[config.mk]
export PLATFORM = sky130hd
export DESIGN_NAME = fractal_sync_tx
export DESIGN_NICKNAME = d
export VERILOG_FILES = /design/src/rtl/fractal_sync_pkg.sv /design/src/rtl/fractal_sync_tx_timer.sv /design/src/rtl/fractal_sync_tx.sv
export SDC_FILE = /design/constraint.sdc
export NUM_CORES = 1
export LEC_CHECK = 0
export CORE_ASPECT_RATIO = 0.8
export CORE_MARGIN = 2
export CORE_UTILIZATION = 25
export CTS_BUF_LIST = sky130_fd_sc_hd__clkbuf_4
export DETAILED_ROUTE_END_ITERATION = 10
export PLACE_DENSITY = 0.59
export RECOVER_POWER = 50
export SLEW_MARGIN = 5
export SYNTH_ARGS = -nofsm -noshare
export SYNTH_HDL_FRONTEND = slang
export SYNTH_SLANG_ARGS = --single-unit
[constraint.sdc]
create_clock -name clk_i -period 2.3 [get_ports clk_i]
set_input_delay 0.23 -clock clk_i [delete_from_list [all_inputs] [get_ports clk_i]]
set_output_delay 0.23 -clock clk_i [all_outputs]
set_load 0.01 [all_outputs]
[src/rtl/fractal_sync_pkg.sv]
// Shared types for the fractal sync barrier transmitter:
// FSM state encoding and the 2-bit completion code.
package fractal_sync_pkg;

    typedef enum logic [1:0] {
        ST_IDLE = 2'b00,
        ST_SEND = 2'b01,
        ST_WAIT = 2'b10,
        ST_DONE = 2'b11
    } state_e;

    typedef enum logic [1:0] {
        ERR_OK      = 2'b00,
        ERR_ID      = 2'b01,
        ERR_SIG     = 2'b10,
        ERR_TIMEOUT = 2'b11
    } err_e;

    localparam int CNT_WIDTH = 16;

endpackage

[src/rtl/fractal_sync_tx_timer.sv]
// WAIT-state watchdog: cleared on WAIT entry, counts while enabled,
// flags expiry in the cycle that completes TIMEOUT_CYCLES of waiting.
module fractal_sync_tx_timer
    import fractal_sync_pkg::*;
#(
    parameter int TIMEOUT_CYCLES = 256
) (
    input  logic clk_i,
    input  logic rst_i,
    input  logic clear_i,
    input  logic en_i,
    output logic expired_o
);

    localparam logic [CNT_WIDTH-1:0] LAST = CNT_WIDTH'(TIMEOUT_CYCLES - 1);

    logic [CNT_WIDTH-1:0] cnt_q;

    always_ff @(posedge clk_i) begin
        if (rst_i || clear_i) begin
            cnt_q <= '0;
        end else if (en_i && !expired_o) begin
            cnt_q <= cnt_q + 1'b1;
        end
    end

    assign expired_o = en_i && (cnt_q == LAST);

endmodule

[src/rtl/fractal_sync_tx.sv]
// Barrier request transmitter: one outstanding barrier from core to sync net.
// Optional WAIT timeout under macro FRACTAL_SYNC_TIMEOUT_EN.
module fractal_sync_tx
    import fractal_sync_pkg::*;
#(
    parameter int LEVEL_WIDTH    = 1,
    parameter int ID_WIDTH       = 1,
    parameter int TIMEOUT_CYCLES = 256
) (
    input  logic                   clk_i,
    input  logic                   rst_i,
    input  logic                   core_req_valid_i,
    output logic                   core_req_ready_o,
    input  logic [LEVEL_WIDTH-1:0] core_level_i,
    input  logic [ID_WIDTH-1:0]    core_id_i,
    output logic                   core_rsp_valid_o,
    input  logic                   core_rsp_ready_i,
    output logic [1:0]             core_rsp_err_o,
    output logic                   net_req_valid_o,
    input  logic                   net_req_ready_i,
    output logic [LEVEL_WIDTH-1:0] net_level_o,
    output logic [ID_WIDTH-1:0]    net_id_o,
    input  logic                   net_rsp_valid_i,
    input  logic [LEVEL_WIDTH-1:0] net_rsp_level_i,
    input  logic [ID_WIDTH-1:0]    net_rsp_id_i,
    input  logic                   net_rsp_wake_i,
    input  logic                   net_rsp_id_err_i,
    input  logic                   net_rsp_sig_err_i,
    output logic                   busy_o,
    output logic                   stray_o
);

    state_e               state_q, state_d;
    err_e                 err_q, err_d;
    logic [LEVEL_WIDTH-1:0] level_q;
    logic [ID_WIDTH-1:0]  id_q;
    logic                 cap_en;
    logic                 timer_clr;
    logic                 timer_en;
    logic                 timeout_hit;
    logic                 rsp_match;
    logic                 taken;
    logic                 req_valid;
    logic                 rsp_valid;

    always_ff @(posedge clk_i) begin
        if (rst_i) begin
            state_q <= ST_IDLE;
            err_q   <= ERR_OK;
            level_q <= '0;
            id_q    <= '0;
        end else begin
            state_q <= state_d;
            err_q   <= err_d;
            if (cap_en) begin
                level_q <= core_level_i;
                id_q    <= core_id_i;
            end
        end
    end

    assign rsp_match = net_rsp_valid_i
                    && (net_rsp_level_i == level_q)
                    && (net_rsp_id_i == id_q);

    always_comb begin
        state_d          = state_q;
        err_d            = err_q;
        cap_en           = 1'b0;
        timer_clr        = 1'b0;
        timer_en         = 1'b0;
        taken            = 1'b0;
        req_valid        = 1'b0;
        rsp_valid        = 1'b0;
        core_req_ready_o = 1'b0;
        unique case (state_q)
            ST_IDLE: begin
                core_req_ready_o = 1'b1;
                if (core_req_valid_i) begin
                    cap_en  = 1'b1;
                    state_d = ST_SEND;
                end
            end
            ST_SEND: begin
                req_valid = 1'b1;
                if (net_req_ready_i) begin
                    timer_clr = 1'b1;
                    state_d   = ST_WAIT;
                end
            end
            ST_WAIT: begin
                timer_en = 1'b1;
                // A match with neither wake nor error is consumed silently.
                taken    = rsp_match;
                if (rsp_match && net_rsp_id_err_i) begin
                    err_d   = ERR_ID;
                    state_d = ST_DONE;
                end else if (rsp_match && net_rsp_sig_err_i) begin
                    err_d   = ERR_SIG;
                    state_d = ST_DONE;
                end else if (rsp_match && net_rsp_wake_i) begin
                    err_d   = ERR_OK;
                    state_d = ST_DONE;
                end else if (timeout_hit) begin
                    err_d   = ERR_TIMEOUT;
                    state_d = ST_DONE;
                end
            end
            ST_DONE: begin
                rsp_valid = 1'b1;
                if (core_rsp_ready_i) begin
                    state_d = ST_IDLE;
                end
            end
            default: state_d = ST_IDLE;
        endcase
    end

`ifdef FRACTAL_SYNC_TIMEOUT_EN
    fractal_sync_tx_timer #(
        .TIMEOUT_CYCLES(TIMEOUT_CYCLES)
    ) u_timer (
        .clk_i    (clk_i),
        .rst_i    (rst_i),
        .clear_i  (timer_clr),
        .en_i     (timer_en),
        .expired_o(timeout_hit)
    );
`else
    logic unused_timer;
    assign timeout_hit  = 1'b0;
    assign unused_timer = timer_clr ^ timer_en ^ (TIMEOUT_CYCLES == 0);
`endif

    // A reset cycle abandons the barrier without any visible handshake.
    assign net_req_valid_o  = req_valid && !rst_i;
    assign core_rsp_valid_o = rsp_valid && !rst_i;
    assign stray_o          = net_rsp_valid_i && !taken && !rst_i;
    assign core_rsp_err_o   = (state_q == ST_DONE) ? err_q : ERR_OK;
    assign net_level_o      = level_q;
    assign net_id_o         = id_q;
    assign busy_o           = (state_q != ST_IDLE);

endmodule

==> PnR_summary.wiki <==
{| class="wikitable"
! Metric !! Value
|-
| Maximum frequency from static timing analysis || 497 MHz
|-
| Final hold violation count || 0
|-
| Fillers || 179
|-
| VDD IR max || about 0.27 mV
|-
| Cell area after placement || 673 sq um
|-
| Final setup skew || ~0.0025 ns
|-
| MaxCap Viol Count || 0
|-
| Data arrival time of the worst path || 1.78 ns
|-
| Core Box Area || 1630 sq um
|-
| GRT Total Usage || 10.6%
|-
| Number of distinct standard cells referenced by the synthesized netlist || 24
|-
| Number of enable-type register cells in the synthesized netlist || 0
|-
| Via count of the first global-routing pass || 376
|-
| Initial standard-cell utilization of the core || 26.5%
|-
| Flop and latch count out of synthesis || 6
|-
| Number of DRC markers after the initial detailed-route iteration || 4
|-
| Adder-Cell Fraction of Synth Area || roughly 14%
|-
| Via-to-Cell Ratio || 4.49
|-
| Worst-path fanout max || 4
|-
| Setup crit start kind || register
|-
| Die area || 2080 sq um
|-
| Total of hold buffers inserted after clock tree synthesis || 0
|-
| Biggest area contributors in the synthesized netlist || sky130_fd_sc_hd__dfxtp_1, sky130_fd_sc_hd__ha_1, sky130_fd_sc_hd__xnor2_2
|-
| Port Buffers || 21
|-
| Net count, final || 92
|-
| Setup ws final || between 0.2 and 0.3 ns
|-
| Wire length after detailed routing || 1.02 mm
|-
| Post-synthesis mux area share || 2.32%
|-
| Slew at the pin with the worst max-slew slack || 0.380 ns
|-
| Asr flop ratio synth || 0%
|-
| Number of detailed-route iterations in the first pass || 3
|-
| Post-synthesis share of cell area spent on and, or, nand and nor gates || around a fifth
|-
| Htree depth || 1
|-
| Detailed-route via count || 422
|-
| Fin cells || 94
|-
| Area added between synthesis and finish || 58.3%
|-
| Die Y || 41.2 um
|-
| Headroom to the max-slew limit || 74.0%
|-
| Number of antenna cells inserted || 0
|-
| Mapped Cells || between 40 and 50
|-
| RSZ-0062 raised after global routing || no
|-
| Clock tree from TritonCTS || built
|-
| Number of buffers created by CTS || 3
|-
| Post-CTS setup buffer count || 0
|-
| Data required time of the worst path || 2.07 ns
|-
| Count of pins over their slew limit || 0
|-
| Kind of capture point of the worst setup path || output port
|-
| Share of the cycle needed by the critical path after routing || 87.4%
|-
| Fraction of layout cells with a size suffix above 1 || about a tenth
|-
| Antenna violation net count after detailed routing || 0
|-
| Number of sinks handled by clock tree synthesis || 6
|-
| DRC violation count after routing || 0
|-
| Max Root-Sink Buffers || 2
|-
| Fraction of the yosys area taken by sequential cells || 27.8%
|-
| First-pass GRT wire length || 1.54 mm
|-
| Setup violators final || 0
|-
| Static leakage || 0.276 nW
|-
| Synthesized area divided by synthesized cell count || roughly 9.0 sq um
|-
| Number of gates given a new drive strength after cts || 0
|-
| Mapped Area || 432 sq um
|-
| Clock-pin transition on the worst setup and hold timing paths || 0.05 ns
|-
| Final routed wire length divided by cell count || 10.8 um
|-
| Pin count of the biggest net entering global routing || 7
|-
| Synth warn || 0
|-
| Top-area cell type share of the netlist area || between 20% and 30%
|-
| Worst setup timing slack at the placement stage || 0.371 ns
|-
| Clock insertion delay at the later pin of the skew report || ~0.24 ns
|-
| Synth top cells by count || sky130_fd_sc_hd__dfxtp_1, sky130_fd_sc_hd__inv_1, sky130_fd_sc_hd__ha_1
|-
| Cell row count || 13
|-
| Root cell of the clock tree || sky130_fd_sc_hd__clkbuf_4
|-
| Result of the run || complete, no violations
|-
| Setup Total Neg Slack || 0 ns
|-
| Inst Count DP || 91
|-
| Post-route worst hold slack || 0.452 ns
|-
| Aggregate global routing overflow || 0
|-
| Ports placed on the boundary || 22
|-
| Post-Synth XOR/XNOR Area || around 7.5%
|-
| Most common flop cell mapped by yosys || sky130_fd_sc_hd__dfxtp_1
|-
| Detailed-placement wirelength estimate || 830 um
|-
| Syn Nets || 66
|-
| P per Cell Area || 815 nW/um^2
|-
| Worst hold-check path type || register to register
|-
| Final estimated routing congestion in global placement || 0.635
|-
| Die extent in x || between 50 and 60 um
|-
| Post-route minimum period || 2.01 ns
|-
| Dominant combinational cell family by area after synthesis || simple AND/OR/NAND/NOR gates
|-
| Synth area leader || sky130_fd_sc_hd__dfxtp_1
|-
| Classification of the worst setup path || register to output port
|-
| Initial antenna violation count || 0
|-
| Non-Filler Cell Area, Final || 683 sq um
|-
| Fraction of the mapped netlist area in compound gates || 20.6%
|}
## critical path, stage by stage (launching register included)
cell	delay [ns]
sky130_fd_sc_hd__dfxtp_1	0.38
sky130_fd_sc_hd__inv_1	0.11
sky130_fd_sc_hd__ha_1	0.26
sky130_fd_sc_hd__a311oi_1	0.22
sky130_fd_sc_hd__clkdlybuf4s50_1	0.57
## report_power, final
part | switching [mW] | internal (mW)
clock | 0.0371 | 0.0590
sequential | 0.0246 | 0.128
combinational | 0.145 | 0.164
## path summary, 6_finish.rpt
| path | startpoint | end | slack (ns) | depth (start not counted) |
|---|---|---|---|---|
| setup / recovery | state_q[0] | stray_o | 0.29 | 4 |
| hold / removal | err_q[1] | err_q[1] | 0.45 | 2 |
| setup reg to reg | state_q[0] | state_q[0] | 0.57 | 6 |
| hold reg to reg | err_q[1] | err_q[1] | 0.45 | 2 |
## placed cells by master, fill, tap and decap left out
cell type	Yosys	final
sky130_fd_sc_hd__clkdlybuf4s50_1	0	19
sky130_fd_sc_hd__inv_1	6	6
sky130_fd_sc_hd__dfxtp_1	6	6
sky130_fd_sc_hd__ha_1	5	5
sky130_fd_sc_hd__nand2_1	4	4
sky130_fd_sc_hd__a21oi_1	3	3
sky130_fd_sc_hd__clkbuf_4	0	3
sky130_fd_sc_hd__and2_1	2	2
sky130_fd_sc_hd__nor2_1	2	2
sky130_fd_sc_hd__xnor2_2	2	2
sky130_fd_sc_hd__a311oi_1	2	2
sky130_fd_sc_hd__nand3_1	2	2
sky130_fd_sc_hd__dlygate4sd3_1	0	2
sky130_fd_sc_hd__nor2b_1	1	1
sky130_fd_sc_hd__o31a_1	1	1
sky130_fd_sc_hd__nand4_1	0	1
sky130_fd_sc_hd__or3b_1	1	1
sky130_fd_sc_hd__nand2b_1	1	1
sky130_fd_sc_hd__o221ai_1	0	1
sky130_fd_sc_hd__nor3_1	1	1
sky130_fd_sc_hd__a2111oi_0	1	1
sky130_fd_sc_hd__mux2i_1	1	1
sky130_fd_sc_hd__a31oi_1	1	1
sky130_fd_sc_hd__nor3b_1	1	1
sky130_fd_sc_hd__o21a_1	1	1
sky130_fd_sc_hd__o21ba_2	1	1
sky130_fd_sc_hd__buf_4	0	1
## kinds of logic after synthesis
logic type / after synthesis
xor+xnor: 2
simple gates: 16
buf+inv: 7
compound gates: 11
mux: 1
flops: 6
fa+ha+maj: 5
## state kept, by name, summed over array words and instances (netlist names)
name,count
err_q,2
state_q,2
net_id_o,1
net_level_o,1
## layer usage
metal	share of wire (%)	vias to the layer above	routed length, um	track usage, %
met2	41	21	413	18.1
met4	0	0	0	2.03
met3	11	0	117	6.57
met1	48	183	488	11.7
li1	-	218	-	-
met5	0	-	0	0
## cell type report
type,instances,area (sq um),area share (%)
multi-input cells,35,273,39.9
repair buffers,22,218,31.9
flip-flops and latches,6,120,17.6
well taps,22,27.5,4.03
clock buffers,3,22.5,3.30
inverters,6,22.5,3.30
## through the flow
| stage | total power [mW] | util, % |
|---|---|---|
| after detailed placement | 0.479 | 41.4 |
| final | 0.557 | 42.0 |
| after global placement | 0.475 | 41.4 |
| after floorplan | 0.347 | - |
| after global routing | 0.605 | 42.0 |
| after CTS | 0.580 | 42.8 |
Note: power is estimated with default switching activity, not from simulation.
